**src/rtl/gmac_tx_chan_arb.sv**
```systemverilog
// Round-robin N-channel transmit arbiter in front of the single GMAC TX input.
// Forwards the GMAC request/confirm handshake and polices SoF timeout, frame length and IFG.
module gmac_tx_chan_arb #(
  parameter int NCH        = 2,
  parameter int DW         = 8,
  parameter int IFG_CYCLES = 12,
  parameter int SOF_TMO    = 1024,
  parameter int MAX_BEATS  = 1518
) (
  input  logic                     clk125,
  input  logic                     rst_n,
  input  logic [NCH-1:0]           ValIn,
  input  logic [NCH-1:0]           SoFIn,
  input  logic [NCH-1:0]           EoFIn,
  input  logic [NCH-1:0]           ReqIn,
  input  logic [NCH*DW-1:0]        DataIn,
  output logic [NCH-1:0]           ReqConfirm,
  output logic                     ReqOut,
  input  logic                     GmacConfirm,
  output logic                     ValOut,
  output logic                     SoFOut,
  output logic                     EoFOut,
  output logic [DW-1:0]            DataOut,
  output logic [$clog2(NCH)-1:0]   GrantId,
  output logic                     Busy,
  output logic [15:0]              ErrCnt
);

  localparam int IW = $clog2(NCH);
  localparam int TW = $clog2(SOF_TMO + 1);
  localparam int BW = $clog2(MAX_BEATS + 1);
  localparam int GW = (IFG_CYCLES > 1) ? $clog2(IFG_CYCLES) : 1;

  localparam logic [TW-1:0] TMO_LAST = TW'(SOF_TMO - 1);
  localparam logic [BW-1:0] BEAT_MAX = BW'(MAX_BEATS);
  localparam logic [GW-1:0] GAP_LAST = GW'((IFG_CYCLES > 0) ? IFG_CYCLES - 1 : 0);

  typedef enum logic [2:0] {
    S_IDLE, S_REQ, S_WAIT_SOF, S_XFER, S_DRAIN, S_GAP
  } state_t;

  localparam state_t AFTER_FRAME = (IFG_CYCLES == 0) ? S_IDLE : S_GAP;

  state_t          r_state, w_state_nxt;
  logic [IW-1:0]   r_grant, w_grant_nxt;
  logic [IW-1:0]   r_rr, w_rr_nxt;
  logic [TW-1:0]   r_timer, w_timer_nxt;
  logic [BW-1:0]   r_beats, w_beats_nxt;
  logic [GW-1:0]   r_gap, w_gap_nxt;
  logic            r_req_out, w_req_out_nxt;
  logic [NCH-1:0]  r_req_conf, w_req_conf_nxt;
  logic            r_val, w_val_nxt;
  logic            r_sof, w_sof_nxt;
  logic            r_eof, w_eof_nxt;
  logic [DW-1:0]   r_data, w_data_nxt;
  logic [15:0]     r_err;
  logic            w_err_inc;

  logic            w_any_req;
  logic [IW-1:0]   w_pick;
  logic            w_g_val, w_g_sof, w_g_eof;
  logic [DW-1:0]   w_g_data;
  logic            w_fwd;
  logic [BW-1:0]   w_beat_cnt;

  // Nearest requester after the rr pointer: scan farthest-first so the closest one wins.
  always_comb begin
    logic [IW-1:0] idx;
    w_any_req = 1'b0;
    w_pick    = r_rr;
    for (int k = NCH; k >= 1; k--) begin
      idx = IW'((int'(r_rr) + k) % NCH);
      if (ReqIn[idx]) begin
        w_any_req = 1'b1;
        w_pick    = idx;
      end
    end
  end

  always_comb begin
    w_g_val  = 1'b0;
    w_g_sof  = 1'b0;
    w_g_eof  = 1'b0;
    w_g_data = '0;
    for (int c = 0; c < NCH; c++) begin
      if (r_grant == IW'(c)) begin
        w_g_val  = ValIn[c];
        w_g_sof  = SoFIn[c];
        w_g_eof  = EoFIn[c];
        w_g_data = DataIn[c*DW +: DW];
      end
    end
  end

  // NOTE: every variable gets a default before the case so no path infers a latch.
  always_comb begin
    w_state_nxt    = r_state;
    w_grant_nxt    = r_grant;
    w_rr_nxt       = r_rr;
    w_timer_nxt    = '0;
    w_beats_nxt    = r_beats;
    w_gap_nxt      = '0;
    w_req_out_nxt  = r_req_out;
    w_req_conf_nxt = '0;
    w_val_nxt      = 1'b0;
    w_sof_nxt      = 1'b0;
    w_eof_nxt      = 1'b0;
    w_data_nxt     = r_data;
    w_err_inc      = 1'b0;
    w_fwd          = 1'b0;
    w_beat_cnt     = (r_state == S_WAIT_SOF) ? BW'(1) : r_beats + BW'(1);

    case (r_state)
      S_IDLE: begin
        if (w_any_req) begin
          w_grant_nxt   = w_pick;
          w_rr_nxt      = w_pick;
          w_req_out_nxt = 1'b1;
          w_state_nxt   = S_REQ;
        end
      end
      S_REQ: begin
        if (GmacConfirm) begin
          w_req_out_nxt           = 1'b0;
          w_req_conf_nxt[r_grant] = 1'b1;
          w_state_nxt             = S_WAIT_SOF;
        end
      end
      S_WAIT_SOF: begin
        if (w_g_val && w_g_sof) begin
          w_fwd = 1'b1;
        end else if (r_timer == TMO_LAST) begin
          w_err_inc   = 1'b1;
          w_state_nxt = AFTER_FRAME;
        end else begin
          w_timer_nxt = r_timer + TW'(1);
        end
      end
      S_XFER: begin
        w_fwd = w_g_val;
      end
      S_DRAIN: begin
        if (w_g_val && w_g_eof) w_state_nxt = AFTER_FRAME;
      end
      S_GAP: begin
        if (r_gap == GAP_LAST) w_state_nxt = S_IDLE;
        else                   w_gap_nxt   = r_gap + GW'(1);
      end
      default: w_state_nxt = S_IDLE;
    endcase

    // Shared beat forwarding for the first beat (WAIT_SOF) and the body (XFER).
    if (w_fwd) begin
      w_val_nxt   = 1'b1;
      w_sof_nxt   = (r_state == S_WAIT_SOF);
      w_data_nxt  = w_g_data;
      w_beats_nxt = w_beat_cnt;
      if (w_g_eof) begin
        w_eof_nxt   = 1'b1;
        w_state_nxt = AFTER_FRAME;
      end else if (w_beat_cnt == BEAT_MAX) begin
        w_eof_nxt   = 1'b1;
        w_err_inc   = 1'b1;
        w_state_nxt = S_DRAIN;
      end else begin
        w_state_nxt = S_XFER;
      end
    end
  end

  // NOTE: sequential state uses non-blocking assignments so all registers update together.
  always_ff @(posedge clk125 or negedge rst_n) begin
    if (!rst_n) begin
      r_state    <= S_IDLE;
      r_grant    <= '0;
      r_rr       <= IW'(NCH - 1);
      r_timer    <= '0;
      r_beats    <= '0;
      r_gap      <= '0;
      r_req_out  <= 1'b0;
      r_req_conf <= '0;
      r_val      <= 1'b0;
      r_sof      <= 1'b0;
      r_eof      <= 1'b0;
      r_data     <= '0;
      r_err      <= '0;
    end else begin
      r_state    <= w_state_nxt;
      r_grant    <= w_grant_nxt;
      r_rr       <= w_rr_nxt;
      r_timer    <= w_timer_nxt;
      r_beats    <= w_beats_nxt;
      r_gap      <= w_gap_nxt;
      r_req_out  <= w_req_out_nxt;
      r_req_conf <= w_req_conf_nxt;
      r_val      <= w_val_nxt;
      r_sof      <= w_sof_nxt;
      r_eof      <= w_eof_nxt;
      r_data     <= w_data_nxt;
      if (w_err_inc && (r_err != 16'hFFFF)) r_err <= r_err + 16'd1;
    end
  end

  assign ReqConfirm = r_req_conf;
  assign ReqOut     = r_req_out;
  assign ValOut     = r_val;
  assign SoFOut     = r_sof;
  assign EoFOut     = r_eof;
  assign DataOut    = r_data;
  assign GrantId    = r_grant;
  assign Busy       = (r_state != S_IDLE);
  assign ErrCnt     = r_err;

endmodule
```
**config.mk**
```make
export PLATFORM = sky130hd
export DESIGN_NAME = gmac_tx_chan_arb
export DESIGN_NICKNAME = d
export VERILOG_FILES = /design/src/rtl/gmac_tx_chan_arb.sv
export SDC_FILE = /design/constraint.sdc
export NUM_CORES = 1
export LEC_CHECK = 0
export ABC_AREA = 1
export ABC_CLOCK_PERIOD_IN_PS = 3750
export CORE_UTILIZATION = 45
export CTS_CLUSTER_DIAMETER = 50
export CTS_CLUSTER_SIZE = 25
export DETAILED_ROUTE_END_ITERATION = 8
export GPL_TIMING_DRIVEN = 0
export PLACE_DENSITY = 0.7
export SLEW_MARGIN = 25
export SYNTH_ARGS = -nofsm -noshare
export SYNTH_HDL_FRONTEND = slang
export SYNTH_SLANG_ARGS = --single-unit
```
**constraint.sdc**
```tcl
create_clock -name clk125 -period 3.75 [get_ports clk125]
set_input_delay 1.125 -clock clk125 [delete_from_list [all_inputs] [get_ports clk125]]
set_output_delay 1.125 -clock clk125 [all_outputs]
set_load 0.05 [all_outputs]
```
==> flow_metrics.env <==
export IMPL_dieArea_um2=7700
export IMPL_status="completed"
export IMPL_detail_route_wl_per_cell_um=12.2
export IMPL_io_pins=59
export IMPL_clock_fmax_mhz=340
export IMPL_path_clk_slew_ns=0.06
export IMPL_yosys_most_used_dff="dfrtp_1"
export IMPL_cts_tree="done"
export IMPL_synthArstFlopShare_pct=100
export IMPL_dp_hpwl_um=5570
export IMPL_clk_latency_ns=0.34
export IMPL_min_path_type="register to register"
export IMPL_fin_crit_sh_pct=78.3
export IMPL_diodes=0
export IMPL_grt_max_degree=32
export IMPL_postSynthAreaPerCell_um2=7.60
export IMPL_cts_max_path_buffers=2
export IMPL_synthToLayoutAreaGrowth_pct=28.5
export IMPL_die_h_um=87.7
export IMPL_via_count=3019
export IMPL_rsz0062_at_grt="no"
export IMPL_cts_root_buffer="clkbuf_8"
export IMPL_fin_crit_ns=2.94
export IMPL_power_density_nw_per_um2=596
export IMPL_cts_htree_levels=3
export IMPL_slew_headroom_pct=64.8
export IMPL_io_buffers=58
export IMPL_postSynthCellCount=435
export IMPL_drt_iter0_markers=145
export IMPL_ys_types=36
export IMPL_fin_util_pct=61.2
export IMPL_gp_congestion=0.851
export IMPL_dp_cells=590
export IMPL_drtPass1Iterations=4
export IMPL_core_rowCount=30
export IMPL_cts_hold_buf=0
export IMPL_nNetsFinal=536
export IMPL_grt_pass1_wl_um=12900
export IMPL_grt_total_usage_pct=21.8
export IMPL_start_kind="register"
export IMPL_yosysWarnings=0
export IMPL_n_fill_cell=618
export IMPL_synth_enable_flop_cells=0
export IMPL_p_leak_nw=1.86
export IMPL_maxCapViolations=0
export IMPL_synthesis_area_um2=3310
export IMPL_cts_buffers_inserted=9
export IMPL_die_w_um=87.7
export IMPL_total_power_mw=2.53
export IMPL_gr_total_overflow=0
export IMPL_drive_gt1_share_pct=9.41
export IMPL_clock_sinks=61
export IMPL_crit_path_end_kind="output port"
export IMPL_fin_cells=606
export IMPL_post_cts_setup_buffer_count=0
export IMPL_critPathRequiredTime_ns=2.62
export IMPL_maxSlewViolCount=0
export IMPL_hold_viol=0
export IMPL_synth_seq_cells=61
export IMPL_worst_pin_slew_ns=0.526
export IMPL_crit_arrival_ns=1.81
export IMPL_finClkSkew_ns=0.00854
export IMPL_antenna_found_initial=0
export IMPL_via_per_inst=4.98
export IMPL_yosysSeqAreaShare_pct=46.2
export IMPL_grt_pass1_vias=2826
export IMPL_ir_drop_mv=0.464
export IMPL_remaining_drc_errors=0
export IMPL_core_area_um2=6940
export IMPL_ant_nets=0
export IMPL_crit_path_max_fanout=5
export IMPL_cts_repair_resized=0
export IMPL_initial_utilization_pct=47.6
export IMPL_syn_num_nets=466
export IMPL_critPathKind="register to output port"
export IMPL_routed_wirelength_um=7370
export IMPL_setup_viol=0
## path summary, 6_finish.rpt
check | start | end | slack, ns | cells past startpoint
worst max register to register | r_beats[0] | ErrCnt[5] | 1.60 | 13
max in group asynchronous | rst_n | ValOut | 2.54 | 2
min in group asynchronous | rst_n | r_gap[3] | 0.71 | 1
worst min-delay path | r_gap[0] | r_gap[0] | 0.46 | 1
worst min register to register | r_gap[0] | r_gap[0] | 0.46 | 1
worst max-delay path | r_state[2] | Busy | 0.81 | 3
## worst max-delay path: stages (launching register included)
cell and delay [ns]:
dfrtp_1 0.44, inv_2 0.10, nand2_1 0.13, clkdlybuf4s50_1 0.81
## cells in the mapped netlist (2+ instances only)
library cell | count | area (µm²)
a211oi_1 | 2 | 15.0
a21oi_1 | 7 | 35.0
a31oi_1 | 10 | 62.6
buf_6 | 4 | 45.0
clkbuf_1 | 5 | 18.8
dfrtp_1 | 60 | 1500
ha_1 | 4 | 50.1
inv_1 | 42 | 158
inv_2 | 4 | 15.0
nand2_1 | 126 | 473
nand2_2 | 4 | 25.0
nand3_1 | 44 | 220
nand4_1 | 14 | 87.6
nor2_1 | 55 | 206
nor2_2 | 8 | 50.1
nor3_1 | 6 | 30.0
nor3_2 | 3 | 30.0
nor3b_1 | 2 | 15.0
o211ai_1 | 3 | 22.5
o21ai_0 | 12 | 60.1
o21ai_1 | 2 | 10.0
xnor2_1 | 3 | 26.3
xor2_1 | 2 | 17.5
## placed cells by master (no fill, tap or decap), types with 6 or more instances in the layout
cell	Yosys	layout
nand3_1	44	44
nand2_1	126	126
clkdlybuf4s50_1	0	57
nor2_2	8	8
nand4_1	14	14
clkbuf_1	5	6
a21oi_1	7	7
a31oi_1	10	10
nor3_1	6	6
clkbuf_8	0	11
o21ai_0	12	12
nor2_1	55	55
dfrtp_1	60	60
inv_1	42	42
## flip-flops by register name (all words and copies together), names as in the netlist
signal and count:
DataOut 8, EoFOut 1, ErrCnt 16, GrantId 1, ReqConfirm 2, ReqOut 1
SoFOut 1, ValOut 1, r_beats 11, r_gap 4, r_rr 1, r_state 3
r_timer 11
## power by group
part / leakage [nW] / total [mW] / internal, mW / switching, mW
clock: 0.116 / 0.664 / 0.409 / 0.255
sequential: 0.804 / 0.884 / 0.781 / 0.103
combinational: 0.936 / 0.986 / 0.325 / 0.660
## per-layer routing
| metal | wire (µm) | GRT usage [%] | share of wire [%] |
|---|---|---|---|
| met5 | 0 | 0 | 0 |
| met4 | 56 | 4.92 | 0.76 |
| met3 | 415 | 7.07 | 5.6 |
| met2 | 3320 | 34.0 | 45 |
| met1 | 3580 | 29.6 | 49 |
## cell families (layout without fill, tap and decap cells)
family | Yosys count | after routing | synth area share (%)
AO/OA/AOI/OAI | 38 | 38 | 6.89
XOR/XNOR | 5 | 5 | 1.32
adder cells (fa/ha/maj) | 4 | 4 | 1.51
buffers and inverters | 57 | 132 | 7.49
flip-flops | 61 | 61 | 46.2
AND/OR/NAND/NOR | 270 | 270 | 36.6
## area by class of cell
type                    instances  area, µm²  share of cell area [%]
well taps                      96        120                    2.83
flip-flops and latches         61       1530                    35.9
plain buffers                  10       68.8                    1.62
repair buffers                 59        598                    14.1
clock buffers                  12        155                    3.65
multi-input cells             317       1530                    36.0
clock inverters                 4       70.1                    1.65
inverters                      47        179                    4.21
## metrics by stage
step	instance area [µm²]	worst slack [ns]	hold WS, ns	TNS [ns]
after detailed placement	4030	0.558	0.454	0
after CTS	4250	0.794	0.462	0
after global placement	4010	-0.523	0.446	-31.27
after floorplan	3310	1.32	0.429	0
final	4250	0.813	0.456	0
after global routing	4250	0.702	0.487	0
(Power assumes the default switching activity.)
==> RTL change: new RTL, same settings <==
Register the input `GmacConfirm` before use, without a reset. The logic sees it one clock later. The other inputs are not delayed to match.
--- a/src/rtl/gmac_tx_chan_arb.sv
+++ b/src/rtl/gmac_tx_chan_arb.sv
@@ -43,2 +43,8 @@
 
+  logic GmacConfirm_q;
+
+  always_ff @(posedge clk125) begin
+    GmacConfirm_q <= GmacConfirm;
+  end
+
   state_t          r_state, w_state_nxt;
@@ -122,3 +128,3 @@
       S_REQ: begin
-        if (GmacConfirm) begin
+        if (GmacConfirm_q) begin
           w_req_out_nxt           = 1'b0;
Check against the original RTL: not equivalent (Yosys sat finds a counterexample within 4 cycles, from zero or initial values and one cycle with rst_n low).
==> RTL change against the unedited design <==
Clock power hardly changed. Cell area is 0.47% higher. Non-clock buffer count stayed put. Sequential cell count is 1 higher. Register-to-register slack better by 0.02 ns. Routed wire length is 1.1% lower. Worst setup slack worse by 0.012 ns. Area after synthesis is 0.61% higher. Total power hardly changed. Largest power group unchanged. Fmax is 0.42% lower.
==> RTL change: results (changes against the unedited design) <==
* Clk_skew at 0.0128 ns (+0.00429 ns)
* Vias in the first global route at 2833 (+0.25%)
* DRT Pass-1 Iters at 4 (unchanged)
* Peak supply drop at 0.000524 V (+13%)
* Leakage at 1.86 nW (+0.45%)
* Setup WS pre-CTS at 0.558 ns (-0.000534 ns)
* WHS Endpoint: r_timer[0]$_DFF_PN0_
* Cells on worst reg2reg path at 13 (unchanged)
* GP Congestion at 0.851 (about the same)
* Total track usage at 21.6% (-0.20 points)
* Vias per Instance at 4.94 (-0.89%)
* R2r setup slk at 1.62 ns (+0.02 ns)
* Slew @ Worst Pin at 0.529 ns (+0.00293 ns)
* Netlist cell types at 37 (+2.8%)
* Worst hold slack at 0.462 ns (+0.00603 ns)
* First-pass GRT wire length at 12.8 mm (-0.85%)
* Layout Nets at 537 (+0.19%)
* Top cells by area in the synthesized netlist: dfrtp_1, nand2_1, nand3_1
* CTS max path bufs at 2 (unchanged)
* DR iter-0 viols at 119 (-18%)
* Net Count, Synth at 467 (+0.21%)
* Worst Path Max Fanout at 3 (-2)
* Outcome: finished, final reports clean
* DP HPWL at 5.50 mm (-1.3%)
* Share of layout cells above drive strength 1 at 9.39% (-0.018 points)
* Hold path startpoint: r_timer[0]$_DFF_PN0_
* Final WL at 7.29 mm (-1.1%)
-- RTL change: cell count changes after synthesis, sizes merged --
cell | before | now
dfxtp | 0 | 1
-- RTL change: worst max path at each step --
stage	startpoint	endpoint	slack (ns)	cells past startpoint
after CTS	r_state[1]$_DFFE_PN0P_	Busy	0.78	3
after detailed placement	ValIn[1]	ErrCnt[5]$_DFFE_PN0P_	0.56	13
after global routing	r_state[2]$_DFFE_PN0P_	Busy	0.70	3
after global placement	rst_n	ErrCnt[5]$_DFFE_PN0P_	-0.54	1
final	r_state[1]$_DFFE_PN0P_	Busy	0.80	3
after floorplan	ValIn[1]	ErrCnt[5]$_DFFE_PN0P_	1.32	12
-- RTL change: final cells by class --
| class | count | area [sq um] |
|---|---|---|
| Timing Repair Buffer | 59 | 598 |
| Clock buffer | 12 | 155 |
| Fill cell | 670 | 2710 |
| Clock inverter | 4 | 70.1 |
| Inverter | 47 | 179 |
| Multi-Input combinational cell | 317 | 1530 |
| Tap cell | 96 | 120 |
| Buffer | 10 | 68.8 |
| Sequential cell | 62 | 1550 |
-- RTL change: critical path, stage by stage (launching register included) --
cell,delay (ns)
dfrtp_1,0.42
nor2_1,0.20
nand2_1,0.13
clkdlybuf4s50_1,0.72
-- RTL change: metal layers --
metal	routed length, um	part of all wire, %	GRT usage, %	vias up
li1	-	-	-	1560
met1	3640	50	30.0	1373
met2	3200	44	32.0	57
met3	401	5.5	6.41	7
met4	54	0.74	7.60	0
met5	0	0	0	-
-- RTL change: kinds of logic after synthesis --
family	synth area share [%]
AO/OA/AOI/OAI	6.84
buffers and inverters	7.45
adder cells (fa/ha/maj)	1.50
AND/OR/NAND/NOR	36.4
flip-flops	46.5
XOR/XNOR	1.32
-- RTL change: metrics by stage --
stage               instances  TNS, ns  power (mW)
CTS                       607        0        2.57
global placement          590   -31.90        1.87
detailed placement        591        0        1.89
global route              607        0        2.69
finish                    607        0        2.54
floorplan                 436        0        1.58
-- RTL change: report_power, final --
part           switching (mW)  leakage, nW  internal, mW
clock                   0.255        0.116         0.409
combinational           0.656        0.936         0.325
sequential             0.0992        0.812         0.792
total                    1.01         1.86          1.53
